### src/rtl/fft4_stream.sv
// Streaming 4-point FFT/IFFT: collects 4 complex samples, transforms them in one
// combinational step into a 4-bin output buffer, then streams the bins out in order.
// Optional macro FFT4_STREAM_SAT_EN: saturate out-of-range results and raise the
// sticky o_overflow flag; when undefined, results wrap and o_overflow is tied 0.
module fft4_stream #(
  parameter int NB_INPUT   = 8,
  parameter int NBF_INPUT  = 7,
  parameter int NB_OUTPUT  = 10,
  parameter int NBF_OUTPUT = 7
) (
  input  logic                   i_clk,
  input  logic                   i_rst_n,
  input  logic                   i_enable,
  input  logic                   i_valid,
  output logic                   o_ready,
  input  logic [2*NB_INPUT-1:0]  i_data,
  input  logic                   i_inverse,
  output logic                   o_valid,
  input  logic                   i_ready,
  output logic [2*NB_OUTPUT-1:0] o_data,
  output logic [1:0]             o_index,
  output logic                   o_last,
  output logic                   o_overflow
);

  localparam int NS = NB_INPUT + 2;           // full-precision sum width
  localparam int SH = NBF_INPUT - NBF_OUTPUT; // fraction bits dropped (floor)

  typedef logic signed [NB_INPUT-1:0] comp_t;
  typedef logic signed [NS-1:0]       sum_t;
  typedef logic [2*NB_OUTPUT-1:0]     bin_t;

`ifdef FFT4_STREAM_SAT_EN
  localparam int signed OMAX = 2**(NB_OUTPUT-1) - 1;
  localparam int signed OMIN = -(2**(NB_OUTPUT-1));

  // Floor-truncate fraction, then clamp to the output integer range.
  function automatic logic [NB_OUTPUT-1:0] fit(input sum_t v);
    logic signed [31:0] w;
    w = 32'(v) >>> SH;
    if (w > OMAX)      return NB_OUTPUT'(OMAX);
    else if (w < OMIN) return NB_OUTPUT'(OMIN);
    else               return NB_OUTPUT'(w);
  endfunction

  function automatic logic oor(input sum_t v);
    logic signed [31:0] w;
    w = 32'(v) >>> SH;
    return (w > OMAX) || (w < OMIN);
  endfunction
`else
  // Floor-truncate fraction, then drop integer MSBs (wrap).
  function automatic logic [NB_OUTPUT-1:0] fit(input sum_t v);
    logic signed [31:0] w;
    w = 32'(v) >>> SH;
    return NB_OUTPUT'(w);
  endfunction
`endif

  logic [1:0] cnt;
  logic       frame_full;
  logic       inv_r;
  comp_t      xr [4];
  comp_t      xi [4];
  logic       ob_valid;
  logic [1:0] ob_idx;
  bin_t       ob_data [4];

  sum_t       vr [4], vi [4], xre [4], xim [4];
  sum_t       ar, ai, br, bi, pr, pi, qr, qi;
  bin_t       bin [4];
  logic       acc, last_in, xfer, buf_free, load;

  assign o_ready  = i_enable & ~frame_full;
  assign o_valid  = i_enable & ob_valid;
  assign o_data   = ob_data[ob_idx];
  assign o_index  = ob_idx;
  assign o_last   = o_valid & (ob_idx == 2'd3);

  assign acc      = i_valid & o_ready;
  assign last_in  = acc & (cnt == 2'd3);
  assign xfer     = o_valid & i_ready;
  // Buffer can take a frame when empty or when its last bin leaves this edge.
  assign buf_free = ~ob_valid | (xfer & (ob_idx == 2'd3));
  // A completing x3 goes straight into a free buffer, so throughput never drops.
  assign load     = i_enable & (frame_full | last_in) & buf_free;

  // Radix-4 butterfly on the collected frame; x3 bypasses from the input port
  // when the frame is completing this very cycle.
  always_comb begin
    for (int k = 0; k < 4; k++) begin
      vr[k] = sum_t'(xr[k]);
      vi[k] = sum_t'(xi[k]);
    end
    if (!frame_full) begin
      vr[3] = sum_t'($signed(i_data[2*NB_INPUT-1:NB_INPUT]));
      vi[3] = sum_t'($signed(i_data[NB_INPUT-1:0]));
    end
    pr = vr[0] + vr[2];  pi = vi[0] + vi[2];
    qr = vr[1] + vr[3];  qi = vi[1] + vi[3];
    ar = vr[0] - vr[2];  ai = vi[0] - vi[2];
    br = vr[1] - vr[3];  bi = vi[1] - vi[3];
    xre[0] = pr + qr;    xim[0] = pi + qi;
    xre[2] = pr - qr;    xim[2] = pi - qi;
    // forward: X1 = a - j*b, X3 = a + j*b; inverse swaps them
    xre[1] = ar + bi;    xim[1] = ai - br;
    xre[3] = ar - bi;    xim[3] = ai + br;
    if (inv_r) begin
      xre[1] = ar - bi;  xim[1] = ai + br;
      xre[3] = ar + bi;  xim[3] = ai - br;
    end
    for (int k = 0; k < 4; k++) bin[k] = {fit(xre[k]), fit(xim[k])};
  end

  // Input collection: sample counter, frame registers, frame_full handshake.
  always_ff @(posedge i_clk or negedge i_rst_n) begin
    if (!i_rst_n) begin
      cnt        <= '0;
      frame_full <= 1'b0;
      inv_r      <= 1'b0;
      for (int k = 0; k < 4; k++) begin
        xr[k] <= '0;
        xi[k] <= '0;
      end
    end else begin
      if (acc) begin
        cnt     <= cnt + 2'd1;
        xr[cnt] <= $signed(i_data[2*NB_INPUT-1:NB_INPUT]);
        xi[cnt] <= $signed(i_data[NB_INPUT-1:0]);
        if (cnt == 2'd0) inv_r <= i_inverse;
      end
      if (load)         frame_full <= 1'b0;
      else if (last_in) frame_full <= 1'b1;
    end
  end

  // Output buffer: load a whole transformed frame, then step through bins 0..3.
  always_ff @(posedge i_clk or negedge i_rst_n) begin
    if (!i_rst_n) begin
      ob_valid <= 1'b0;
      ob_idx   <= '0;
      for (int k = 0; k < 4; k++) ob_data[k] <= '0;
    end else if (load) begin
      ob_valid <= 1'b1;
      ob_idx   <= '0;
      for (int k = 0; k < 4; k++) ob_data[k] <= bin[k];
    end else if (xfer) begin
      ob_idx <= ob_idx + 2'd1;
      if (ob_idx == 2'd3) ob_valid <= 1'b0;
    end
  end

`ifdef FFT4_STREAM_SAT_EN
  logic ovf;

  // Any clamped component of the frame being loaded.
  always_comb begin
    ovf = 1'b0;
    for (int k = 0; k < 4; k++) ovf = ovf | oor(xre[k]) | oor(xim[k]);
  end

  // Sticky overflow flag, cleared only by reset.
  always_ff @(posedge i_clk or negedge i_rst_n) begin
    if (!i_rst_n)         o_overflow <= 1'b0;
    else if (load && ovf) o_overflow <= 1'b1;
  end
`else
  assign o_overflow = 1'b0;
`endif

endmodule

### config.mk
export PLATFORM = sky130hd
export DESIGN_NAME = fft4_stream
export DESIGN_NICKNAME = d
export VERILOG_FILES = /design/src/rtl/fft4_stream.sv
export SDC_FILE = /design/constraint.sdc
export NUM_CORES = 1
export LEC_CHECK = 0
export ABC_AREA = 1
export BUFFER_PORTS_ARGS = -buffer_cell sky130_fd_sc_hd__clkbuf_2
export CORE_AREA = 3 3 128 180
export CTS_BUF_LIST = sky130_fd_sc_hd__clkbuf_8
export CTS_CLUSTER_DIAMETER = 50
export DETAILED_ROUTE_END_ITERATION = 10
export DIE_AREA = 0 0 131 183
export GPL_TIMING_DRIVEN = 0
export PLACE_DENSITY = 0.79
export RECOVER_POWER = 100
export SYNTH_ARGS = -nofsm -noshare
export SYNTH_HDL_FRONTEND = slang
export SYNTH_SLANG_ARGS = --single-unit
export TNS_END_PERCENT = 30
### constraint.sdc
create_clock -name i_clk -period 3.8 [get_ports i_clk]
set_input_delay 0.19 -clock i_clk [delete_from_list [all_inputs] [get_ports i_clk]]
set_output_delay 0.19 -clock i_clk [all_outputs]
set_load 0.02 [all_outputs]
After elaboration in Yosys (flattened, before gate mapping)
Cells that the tools add are included.

Register bits: 151. Input port bits: 22. Output and inout port bits: 26.

Magnitude comparators: 3. Multiplexer cells: 20. Equality and inequality tests: 2. Bitwise operators: 15. Reduce and logical (&&, ||, !) cells: 7. $add $sub $neg: 18.

Operators with widths (count): bitwise mux 32 bit (2); two-way mux 10 bit (6); adder 9 x 10 -> 10 bit (4); binary-select mux 20 bit (select 2 bit) (1); two-way mux 20 bit (2); subtractor 9 x 10 -> 10 bit (4); adder 8 x 10 -> 10 bit (2); subtractor 8 x 10 -> 10 bit (2); adder 8 x 8 -> 9 bit (2); subtractor 8 x 8 -> 9 bit (2); demux 8 bit (select 2 bit) (1); AND 1 bit (9); two-way mux 8 bit (1); >= comparator 3 bit (second input constant) (2); NOT 2 -> 3 bit (2); nonzero test 2 bit (3); two-way mux 1 bit (5); adder 2 x 1 -> 2 bit (second input constant) (2); == test 2 bit (second input constant) (2); two-way mux 2 bit (2); AND reduction 2 bit (2); less-than comparator 3 x 1 -> 1 bit (second input constant) (1); logical NOT 2 bit (1); NOT 1 bit (2); 2 further kinds (3).

Depth between registers and ports, before layout
Gate-level depths: netlist of run 1.

Word-level depth: 9. Gate-level depth with buffers: 26.

Worst setup path after synthesis of run 1
No wires, ideal clock.

Kind: reg2reg. Start point: register frame_full. End point: register ob_data[59] (netlist name). Path slack: 0.123 ns. Data arrival time: 3.559 ns. Clock period less this slack: 3.677 ns. Cell stages (with the launch flop): 24. Library setup time: 0.117 ns. Cells stage by stage: dfrtp_1 > buf_2 > inv_1 > clkbuf_1 > or2_2 > o21ai_0 > fa_1 > a21oi_1 > o21bai_1 > a21oi_1 > o21bai_1 > xor2_1 > inv_1 > ha_1 > inv_1 > nand2_1 > nor3_1 > nand4_1 > inv_1 > nor2_1 > nand3_1 > nand3_1 > nand3_1 > nand2_1.

Word-level cells in the longest chain between the ends: 7. Elaborated cells on any way between the ends: 12.

Ends and longest elaborated chain: start, declared (line 61) `logic frame_full;`; start signal, assigned (line 119) `frame_full <= 1'b0;`; start signal, assigned (line 132) `if (load) frame_full <= 1'b0;`; start signal, assigned (line 133) `else if (last_in) frame_full <= 1'b1;`; branches (longest 7 deep; another with subtractor 8 x 10 -> 10 bit); end, declared (line 67) `bin_t ob_data [4];`.

Parallel ways; which one is timed is not known. A chain may end at the register's enable or synchronous reset.

Worst setup path after layout of run 1
Start point: register frame_full. End point: register ob_data[29] (netlist name).

Word-level cells in the longest chain between the ends: 7. Elaborated cells on any way between the ends: 10.

Ends and longest elaborated chain: branches (longest 7 deep; another with adder 8 x 10 -> 10 bit).

Parallel ways; which one is timed is not known.

==> key figures, run 1 <==
Run status
  • Status: finished, violations left
  • Failing checks: max-capacitance violations, max-slew violations, negative setup slack

Global routing
  • Total track usage: 31.1%
  • Largest net degree at the start of global routing: 77
  • Initial antenna violation count: 0
  • Vias in the first global route: 11,886
  • GRT overflow: 0
  • First-pass GRT wire length: between 50,000 and 60,000 um

STA
  • Worst Tran Pin Value: between 1.5 and 2 ns
  • Final setup vio count: 1
  • Max frequency: 0.261 GHz
  • Final worst slack: -0.0333 ns
  • Final period utilization: 101%
  • Slew Viols, Final: 150
  • Slew Limit Headroom: -20.3%
  • Setup TNS: -0.0333 ns
  • RSZ-0062 raised after global routing: yes
  • Clock Skews: 0.0134 ns
  • Hold Vio Cnt, Final: 0
  • Minimum clock period: 3.83 ns

Placement
  • Port bufs: 46
  • RePlAce Congestion: around 0.95
  • Dpl hpwl: 28,900 um

Detailed routing
  • Initial DRC count: between 800 and 900
  • Metal3 WL: approximately 1700 um
  • Wire length per cell: about 17 um
  • Top layer in use: met4
  • Met1 Routed Length: approximately 15,000 um
  • Post-DRT Antenna Nets: 0
  • First-pass DRT Iterations: 5
  • Drt drc: 0
  • Metal2 WL: about 19,000 um
  • Vias per cell: between 5 and 6
  • Via count: around 12,000
  • Routed Wire Length: 37,700 um

Clock tree
  • CTS H-tree lvls: 4
  • Number of buffers created by CTS: 17
  • Clock latency on the worst-skew pair: 0.47 ns
  • CTS Buffer Depth: 2
  • CTS tree: yes
  • CTS sink count: about 150
  • CTS root buf: clkbuf_8
  • Clock input transition at the sequential cells of the worst setup and hold paths: 0.09 ns

Setup path
  • Crit path largest cell delay: roughly 0.37 ns
  • Req. time, crit path: between 4 and 5 ns
  • Critical path's slowest cell: dfrtp_1
  • Startpoint Class: flop
  • Setup CP Type: reg -> reg
  • Max FO, Critical Path: 10
  • Most used cell, CP: nand2_1
  • CP cell instances: buf_6, inv_4, buf_6, or2_2, o21ai_2, ha_4, nor2_1, nand2_1, nand2_1, nand2_1, a31oi_4, a21oi_2, xor2_2, ha_4, clkinvlp_4, nand3_2, inv_1, nand2_1, o311a_1, nand3_1, nand3_2, nand2_1
  • WP data arrival: ~4.2 ns
  • CP endpoint kind: flop

Synth
  • Async SR Flop Fraction: between 90% and 100%
  • List of most frequent post-synthesis cells: nand2_1 (389), inv_1 (250), o21ai_0 (193)
  • Synth warn: 0
  • Mapped Area: 12,700 um2
  • Syn_nets: slightly below 2,000
  • Synth cell types: 40
  • Sequential share of the synthesized area: just under 30%
  • FF+latch count, synth: 147
  • Cell with the most instances after synthesis: nand2_1
  • Post-synth top flop: dfrtp_1
  • Yosys top cell area share: a little under 30%
  • Leading area contributor after synthesis: dfrtp_1
  • Post-synth EDFFs: 0
  • Top post-synthesis cells by area: dfrtp_1 (29%), ha_1 (14%), nand2_1 (12%)
  • Synthesized netlist cell count: between 1,500 and 2,000
  • Synthesized area per cell: slightly above 7 um2

Die
  • Die Ht: approximately 180 um
  • Die Span X: around 130 um
  • Initial Utilization: between 50% and 60%
  • Die area: between 20,000 and 25,000 um2
  • Site Rows: 64
  • Placeable Area: 21,700 um2
  • Top Ports: between 40 and 50

Layout
  • Final net count: between 2,000 and 2,500
  • Post-layout util: 68.7%
  • N_diodes: 0
  • Fillers: between 1,500 and 2,000
  • Layout cells sized above 1: between 15 and 20%
  • Area growth syn-to-layout: 17.8%

Job
  • MaxCap Viol Count: 2

Hold path
  • Worst Hold Class: in -> reg
-- repair_timing --
action	CTS	global route
gates cloned	0	1
hold buffers	3	0
hold endpoints to repair	73	0
resized for setup	65	147
pin swaps	14	47
setup buffers	15	34
endpoints found under the setup margin	45	40
-- cell type report --
class / instances / area (um2) / share of cell area [%]
Multi-Input combinational cell: 1279 / 8420 / 56.4
Inverter: 256 / 985 / 6.60
Timing Repair Buffer: 100 / 652 / 4.37
Clock buffer: 18 / 248 / 1.66
Buffer: 70 / 375 / 2.52
Sequential cell: 147 / 3680 / 24.7
Tap cell: 297 / 372 / 2.49
Clock inverter: 13 / 185 / 1.24
-- per-layer routing --
metal  GRT usage [%]  vias up
met5               0        -
met4            18.8        0
met2            52.2      459
met1            38.0     5713
met3            3.41      131
li1                -     5893
-- logic make-up (layout without fill, tap and decap cells) --
kind of cell	after synthesis	in the layout	share of synthesized area (%)
AOI/OAI and AO/OA	368	368	16.0
xor gates and xnor gates	81	81	5.60
adders and majority gates	157	157	16.5
buffers and inverters	333	457	10.4
DFF	147	147	29.1
other	1	1	0.0296
and+or+nand+nor	672	672	22.5
-- flip-flops by register name, indices dropped and copies added (netlist names) --
signal / flops
ob_data: 76
vi: 24
vr: 24
xi: 8
xr: 8
cnt: 2
o_index: 2
frame_full: 1
inv_r: 1
ob_valid: 1
-- worst max-delay path, delay by kind of cell (launching register included) --
family / cells / cell delay [ns]
simple gates: 10 / 1.29
compound gates: 4 / 0.63
fa+ha+maj: 2 / 0.63
buf+inv: 5 / 0.59
flops: 1 / 0.37
xor+xnor: 1 / 0.19
-- stage by stage --
step	setup WS (ns)	cell area [um2]	cells	hold WS [ns]
after floorplan	0.123	12700	1759	-0.106
after detailed placement	-0.992	13300	2103	0.218
after global routing	-0.205	14900	2180	0.0678
after CTS	-0.0248	14100	2147	0.0145
after global placement	-0.956	13300	2102	0.459
final	-0.0333	14900	2180	0.0409
-- placed cells by master (no fill, tap or decap), types with 11 or more instances in the layout --
cell	netlist	routed
o21ai_1	14	17
ha_1	141	120
fa_1	16	12
xor2_1	73	60
inv_1	250	237
ha_4	0	12
o21ai_0	193	176
dfrtp_1	147	147
nand4_1	15	15
buf_4	5	56
nand3_1	122	102
o22ai_1	18	18
nand2_2	2	11
nor2_1	96	91
or2_2	18	17
inv_2	4	13
xor2_2	0	12
a21oi_2	0	13
buf_2	24	18
clkbuf_8	0	18
clkbuf_1	46	43
clkbuf_2	0	41
a21oi_1	82	69
o21bai_1	21	17
o21ai_2	1	12
nand3_2	0	20
nand2_1	389	379
-- worst paths after layout --
kind / depth (start not counted) / end / slack (ns) / startpoint
worst min register to register: 2 / ob_data[21]$_DFFE_PN0P_ / 0.48 / ob_data[21]$_DFFE_PN0P_
worst min-delay path: 3 / vr[37]$_DFFE_PN0P_ / 0.04 / i_data[15]
min in group asynchronous: 2 / ob_data[75]$_DFFE_PN0P_ / 0.69 / i_rst_n
worst max-delay path: 22 / ob_data[29]$_DFFE_PN0P_ / -0.03 / frame_full$_DFFE_PN0P_
worst max register to register: 22 / ob_data[29]$_DFFE_PN0P_ / -0.03 / frame_full$_DFFE_PN0P_
max in group asynchronous: 3 / ob_data[22]$_DFFE_PN0P_ / 0.65 / i_rst_n
Power of run 1 is not shown: default switching activity piles up to over one toggle a cycle in this logic, so the estimate is an artifact.
==> run 2, diff against run 1 <==
- ABC_AREA: 1 -> 0
- CORE_AREA: 3 3 128 180 -> 3 3 125 176
- DIE_AREA: 0 0 131 183 -> 0 0 128 179
- HOLD_SLACK_MARGIN: unset -> 0.15
==> key figures, run 2 <==
Global routing
  • M3 GR Usage: around 2.9%
  • GRT overflow: 0
  • First-pass GRT wire length: slightly below 50,000 um
  • Vias in the first global route: around 9,600
  • Initial antenna violation count: 0
  • Total track usage: 27.2%
  • GR peak layer: met2
  • GR Util met2: ~49%
  • Largest net degree at the start of global routing: 90
  • Met1 Use GR: 32.0%

Synth
  • Sequential share of the synthesized area: 30.5%
  • Yosys top cell area share: slightly above 30%
  • Mapped Area: ~12,000 um2
  • Post-synth EDFFs: 0
  • Async SR Flop Fraction: between 90% and 100%
  • Post-synth top flop: dfrtp_1
  • Top post-synthesis cells by area: dfrtp_1 (30%), ha_1 (15%), mux2_2 (6.8%)
  • Leading area contributor after synthesis: dfrtp_1
  • FF+latch count, synth: about 150
  • Synthesized netlist cell count: between 1,000 and 1,500
  • Synth cell types: 57
  • List of most frequent post-synthesis cells: dfrtp_1 (147), ha_1 (141), inv_1 (137)
  • Synth warn: 0
  • Syn_nets: around 1,500
  • Synthesized area per cell: approximately 9.3 um2
  • Cell with the most instances after synthesis: dfrtp_1

Setup path
  • Startpoint Class: flop
  • Max FO, Critical Path: 7
  • Setup CP Type: reg -> reg
  • WP data arrival: about 4.3 ns
  • CP endpoint kind: flop
  • Req. time, crit path: between 4 and 5 ns

STA
  • Clock Skews: around 0.015 ns
  • Hold Vio Cnt, Final: 0
  • RSZ-0062 raised after global routing: yes
  • Worst Tran Pin Value: roughly 3.3 ns
  • Final period utilization: 104%
  • Slew Limit Headroom: -121%
  • Final setup vio count: 6
  • Setup TNS: -0.394 ns
  • Final worst slack: -0.156 ns
  • Max frequency: 0.253 GHz
  • Slew Viols, Final: 59
  • Minimum clock period: about 4.0 ns

Clock tree
  • CTS tree: yes
  • CTS Buffer Depth: 2
  • Clock latency on the worst-skew pair: about 0.47 ns
  • Clock input transition at the sequential cells of the worst setup and hold paths: roughly 0.090 ns
  • CTS H-tree lvls: 4
  • Number of buffers created by CTS: 17
  • CTS root buf: clkbuf_8
  • CTS sink count: 147

Run status
  • Failing checks: max-capacitance violations, max-slew violations, negative setup slack
  • Status: finished, violations left

Layout
  • Top reg by flops: ob_data
  • Reg area: between 3000 and 4000 um2
  • Commonest non-fill, non-tap cells in the layout: dfrtp_1 (147), inv_1 (130), ha_1 (121)
  • Post-layout util: between 60% and 70%
  • Most common cell after layout, fill and taps aside: dfrtp_1
  • Multi-input gate area in the final layout: around 8400 um2
  • Fillers: ~1,500
  • Final net count: between 1,500 and 2,000
  • Area growth syn-to-layout: 16.8%
  • Largest register FFs: 76
  • Layout cells sized above 1: roughly 22%
  • Final non-filler cell total: 1,657

Die
  • Top Ports: 48
  • Initial Utilization: about three fifths
  • Die Ht: ~180 um
  • Site Rows: slightly above 60
  • Placeable Area: approximately 20,000 um2
  • Die area: 22,900 um2
  • Die Span X: 128 um

Hold path
  • Worst Hold Class: in -> reg

Placement
  • Port bufs: 46
  • Dpl cells: roughly 1,600
  • Dpl hpwl: roughly 24,000 um
  • RePlAce Congestion: between 0.9 and 1

Detailed routing
  • Routed Wire Length: 32,300 um
  • First-pass DRT Iterations: 5
  • Wire length per cell: 19.5 um
  • Post-DRT Antenna Nets: 0
  • Drt drc: 0
  • Initial DRC count: roughly 720
  • Vias per cell: 5.95
  • Via count: 9,864

Job
  • MaxCap Viol Count: 1
==> run 2: cell types whose count changed after synthesis, sizes merged, moves of 38 or more <==
cell,before,now
nor2,97,59
xor2,73,33
xnor2,8,74
nand3,123,11
inv,254,137
nand2,392,108
o21ai,208,90
mux2,0,73
==> run 2: cells by family (layout without fill, tap and decap cells) <==
kind of cell	Yosys count	after routing	synth area share [%]
buffers and inverters	199	308	6.47
DFF	147	147	30.5
muxes	115	115	12.2
adders and majority gates	157	157	17.3
and+or+nand+nor	252	252	9.38
xor gates and xnor gates	107	107	7.77
other	1	2	0.0311
AOI/OAI and AO/OA	313	313	16.4
==> run 2: critical path, cell delays in order, from the launching register on <==
cell and delay [ns]:
dfrtp_1 0.40, buf_12 0.16, clkbuf_16 0.17, mux2i_2 0.16
ha_1 0.39, o21a_1 0.23, o31a_1 0.30, o31a_1 0.31
o21ai_2 0.10, nand2b_1 0.13, xor2_2 0.27, inv_1 0.08
ha_2 0.19, nor2b_1 0.14, o21ai_0 0.14, o31ai_1 0.09
a211o_1 0.31, xor2_2 0.16, o21ai_1 0.13
==> run 2: timing repair <==
action,4_1_cts,5_1_grt
hold buffers,19,0
endpoints found under the setup margin,38,23
resized for setup,66,94
endpoints found under the hold margin,128,0
pin swaps,11,52
setup buffers,9,9
==> run 2: layout make-up <==
class,count,share of cell area [%]
clock buffer,17,1.66
tap,256,2.27
timing repair buffer,84,4.12
clock inverter,14,0.835
buffer,55,1.95
inverter,138,3.68
multi-input combinational,945,59.4
antenna,1,0.0178
sequential,147,26.1
==> run 2: worst paths after layout <==
check | endpoint | startpoint | cells after the start | slack, ns
hold / removal | ob_valid$_DFFE_PN0P_ | i_enable | 5 | 0.27
setup / recovery | ob_data[9]$_DFFE_PN0P_ | frame_full$_DFFE_PN0P_ | 18 | -0.16
setup reg to reg | ob_data[9]$_DFFE_PN0P_ | frame_full$_DFFE_PN0P_ | 18 | -0.16
hold reg to reg | ob_data[66]$_DFFE_PN0P_ | ob_data[66]$_DFFE_PN0P_ | 2 | 0.48
max in group asynchronous | xr[4]$_DFFE_PN0P_ | i_rst_n | 2 | 0.53
min in group asynchronous | xi[1]$_DFFE_PN0P_ | i_rst_n | 2 | 1.37
==> run 2: routing by layer <==
layer  share of wire [%]  up-vias
met2                  51      328
li1                    -     4623
met4                 4.9        0
met5                   0        -
met3                 4.7       79
met1                  40     4834
==> run 2: metrics by stage <==
stage	worst slack, ns	hold slack [ns]	area (um2)
4_1_cts	-0.0183	0.193	13600
6_report	-0.156	0.272	14100
5_1_grt	-0.293	0.308	14100
3_5_place_dp	-0.801	0.189	12700
2_1_floorplan	0.0374	-0.106	12100
3_3_place_gp	-0.738	0.456	12600
Power of run 2 is left out for the same reason.
==> run 3, diff against run 2 <==
- CTS_BUF_LIST: sky130_fd_sc_hd__clkbuf_8 -> sky130_fd_sc_hd__clkbuf_4
==> key figures, run 3 (synthesis results as in run 2) <==
STA
  • Final worst slack: -0.120 ns
  • Final period utilization: 103%
  • RSZ-0062 raised after global routing: yes
  • Clock Skews: 0.0240 ns
  • Final setup vio count: 7
  • Max frequency: ~0.26 GHz
  • Slew Limit Headroom: under 10%
  • Worst Tran Pin Value: between 1 and 1.5 ns
  • Minimum clock period: just under 4 ns
  • Hold Vio Cnt, Final: 0
  • Slew Viols, Final: 0

Run status
  • Failing checks: negative setup slack
  • Status: finished, violations left

Setup path
  • Worst reg2reg startpoint: frame_full$_DFFE_PN0P_
  • CP endpoint kind: flop
  • Max FO, Critical Path: 6
  • Setup CP Type: reg -> reg
  • R2R setup slack: -0.12 ns
  • Capture point of the worst reg-to-reg path: ob_data[59]$_DFFE_PN0P_
  • WP data arrival: 4.37 ns
  • Startpoint Class: flop
  • Req. time, crit path: 4.25 ns
  • Reg2Reg Depth: 17

Layout
  • Multi-input gate area in the final layout: 8500 um2
  • Fillers: ~1,500
  • Reg area: ~3700 um2
  • Layout cells sized above 1: about a quarter
  • Area growth syn-to-layout: 17.4%
  • Most common cell after layout, fill and taps aside: dfrtp_1
  • Top reg by flops: ob_data
  • Commonest non-fill, non-tap cells in the layout: dfrtp_1 (147), inv_1 (128), ha_1 (118)
  • Post-layout util: between 60% and 70%
  • Final net count: about 1,600
  • Largest register FFs: 76

Detailed routing
  • Drt drc: 0
  • Initial DRC count: 669
  • Wire length per cell: around 20 um
  • Post-DRT Antenna Nets: 0
  • Routed Wire Length: about 33,000 um
  • First-pass DRT Iterations: 5
  • Via count: 9,960
  • Vias per cell: ~6

Placement
  • Port bufs: 46
  • Dpl hpwl: roughly 24,000 um
  • RePlAce Congestion: 0.930
  • Setup WS pre-CTS: -0.801 ns

Die
  • Initial Utilization: about 59%
  • Die Ht: 179 um
  • Top Ports: 48
  • Site Rows: 62
  • Die area: 22,900 um2
  • Die Span X: 128 um
  • Placeable Area: 20,500 um2

Hold path
  • Hold Path Origin: i_enable
  • Hold path depth: 3
  • Worst Hold Class: in -> reg
  • Worst Hold End: frame_full$_DFFE_PN0P_

Clock tree
  • Clock latency on the worst-skew pair: roughly 0.6 ns
  • CTS tree: yes
  • Clock input transition at the sequential cells of the worst setup and hold paths: between 0.1 and 0.15 ns
  • Number of buffers created by CTS: 17
  • CTS Buffer Depth: 2
  • CTS sink count: ~150
  • CTS H-tree lvls: 4
  • CTS root buf: clkbuf_4

Global routing
  • Largest net degree at the start of global routing: 90
  • GRT overflow: 0
  • Initial antenna violation count: 1
  • Vias in the first global route: approximately 9,700
  • Total track usage: between 20% and 30%
  • First-pass GRT wire length: 48,400 um

Job
  • MaxCap Viol Count: 0
-- run 3: cell types whose count changed in the layout (fill, tap and decap cells not counted), sizes merged --
| cell | change |
|---|---|
| buf | +5 |
| dlygate4sd3 | +3 |
| inv | -3 |
| clkbuf | -1 |
| clkinvlp | +1 |
-- run 3: cell type report --
type,instances,share of cell area [%]
sequential,147,26.0
antenna,1,0.0177
buffer,50,1.76
clock buffer,19,1.01
tap,256,2.26
multi-input combinational,945,60.0
clock inverter,12,0.777
timing repair buffer,94,4.53
inverter,138,3.68
-- run 3: worst max path at each step --
stage,startpoint,to,slack [ns],cells past startpoint
final,frame_full$_DFFE_PN0P_,ob_data[59]$_DFFE_PN0P_,-0.12,17
after global routing,frame_full$_DFFE_PN0P_,ob_data[59]$_DFFE_PN0P_,-0.24,18
after CTS,frame_full$_DFFE_PN0P_,ob_data[79]$_DFFE_PN0P_,-0.03,16
after detailed placement,frame_full$_DFFE_PN0P_,ob_data[69]$_DFFE_PN0P_,-0.80,16
after global placement,frame_full$_DFFE_PN0P_,ob_data[69]$_DFFE_PN0P_,-0.74,16
after floorplan,frame_full$_DFFE_PN0P_,ob_data[58]$_DFFE_PN0P_,0.04,16
-- run 3: through the flow --
stage | cell area, um2 | hold WS, ns | TNS (ns) | std cells
after CTS | 13600 | 0.188 | -0.128 | 1655
after global routing | 14200 | 0.241 | -1.75 | 1662
after detailed placement | 12700 | 0.189 | -12.97 | 1594
after floorplan | 12100 | -0.106 | 0 | 1291
after global placement | 12600 | 0.456 | -10.33 | 1593
final | 14200 | 0.253 | -0.387 | 1662
-- run 3: worst max-delay path: stages, from the launching register on --
cell,delay (ns)
dfrtp_1,0.40
buf_12,0.16
clkbuf_16,0.18
mux2i_4,0.31
ha_4,0.25
nor2b_1,0.15
o31a_1,0.30
o31a_1,0.34
o21ai_1,0.14
nand2b_1,0.10
xor2_2,0.21
inv_1,0.07
ha_1,0.23
nor2b_1,0.16
o21ai_0,0.25
o211ai_1,0.18
xnor2_1,0.26
o21ai_0,0.10
-- run 3: routing by layer --
layer	global-route usage [%]	vias to the layer above	wire, um
met3	3.37	102	1450
met2	47.6	365	16400
met1	31.5	4850	12900
li1	-	4643	-
met5	0	-	0
met4	17.0	0	2120
-- run 3: repair_timing --
action	4_1_cts	5_1_grt
setup endpoints to repair	38	23
hold buffers	23	0
buffers inserted	10	14
endpoints found under the hold margin	217	0
resized for setup	66	118
pin swaps	14	60
Power of run 3 is left out for the same reason.
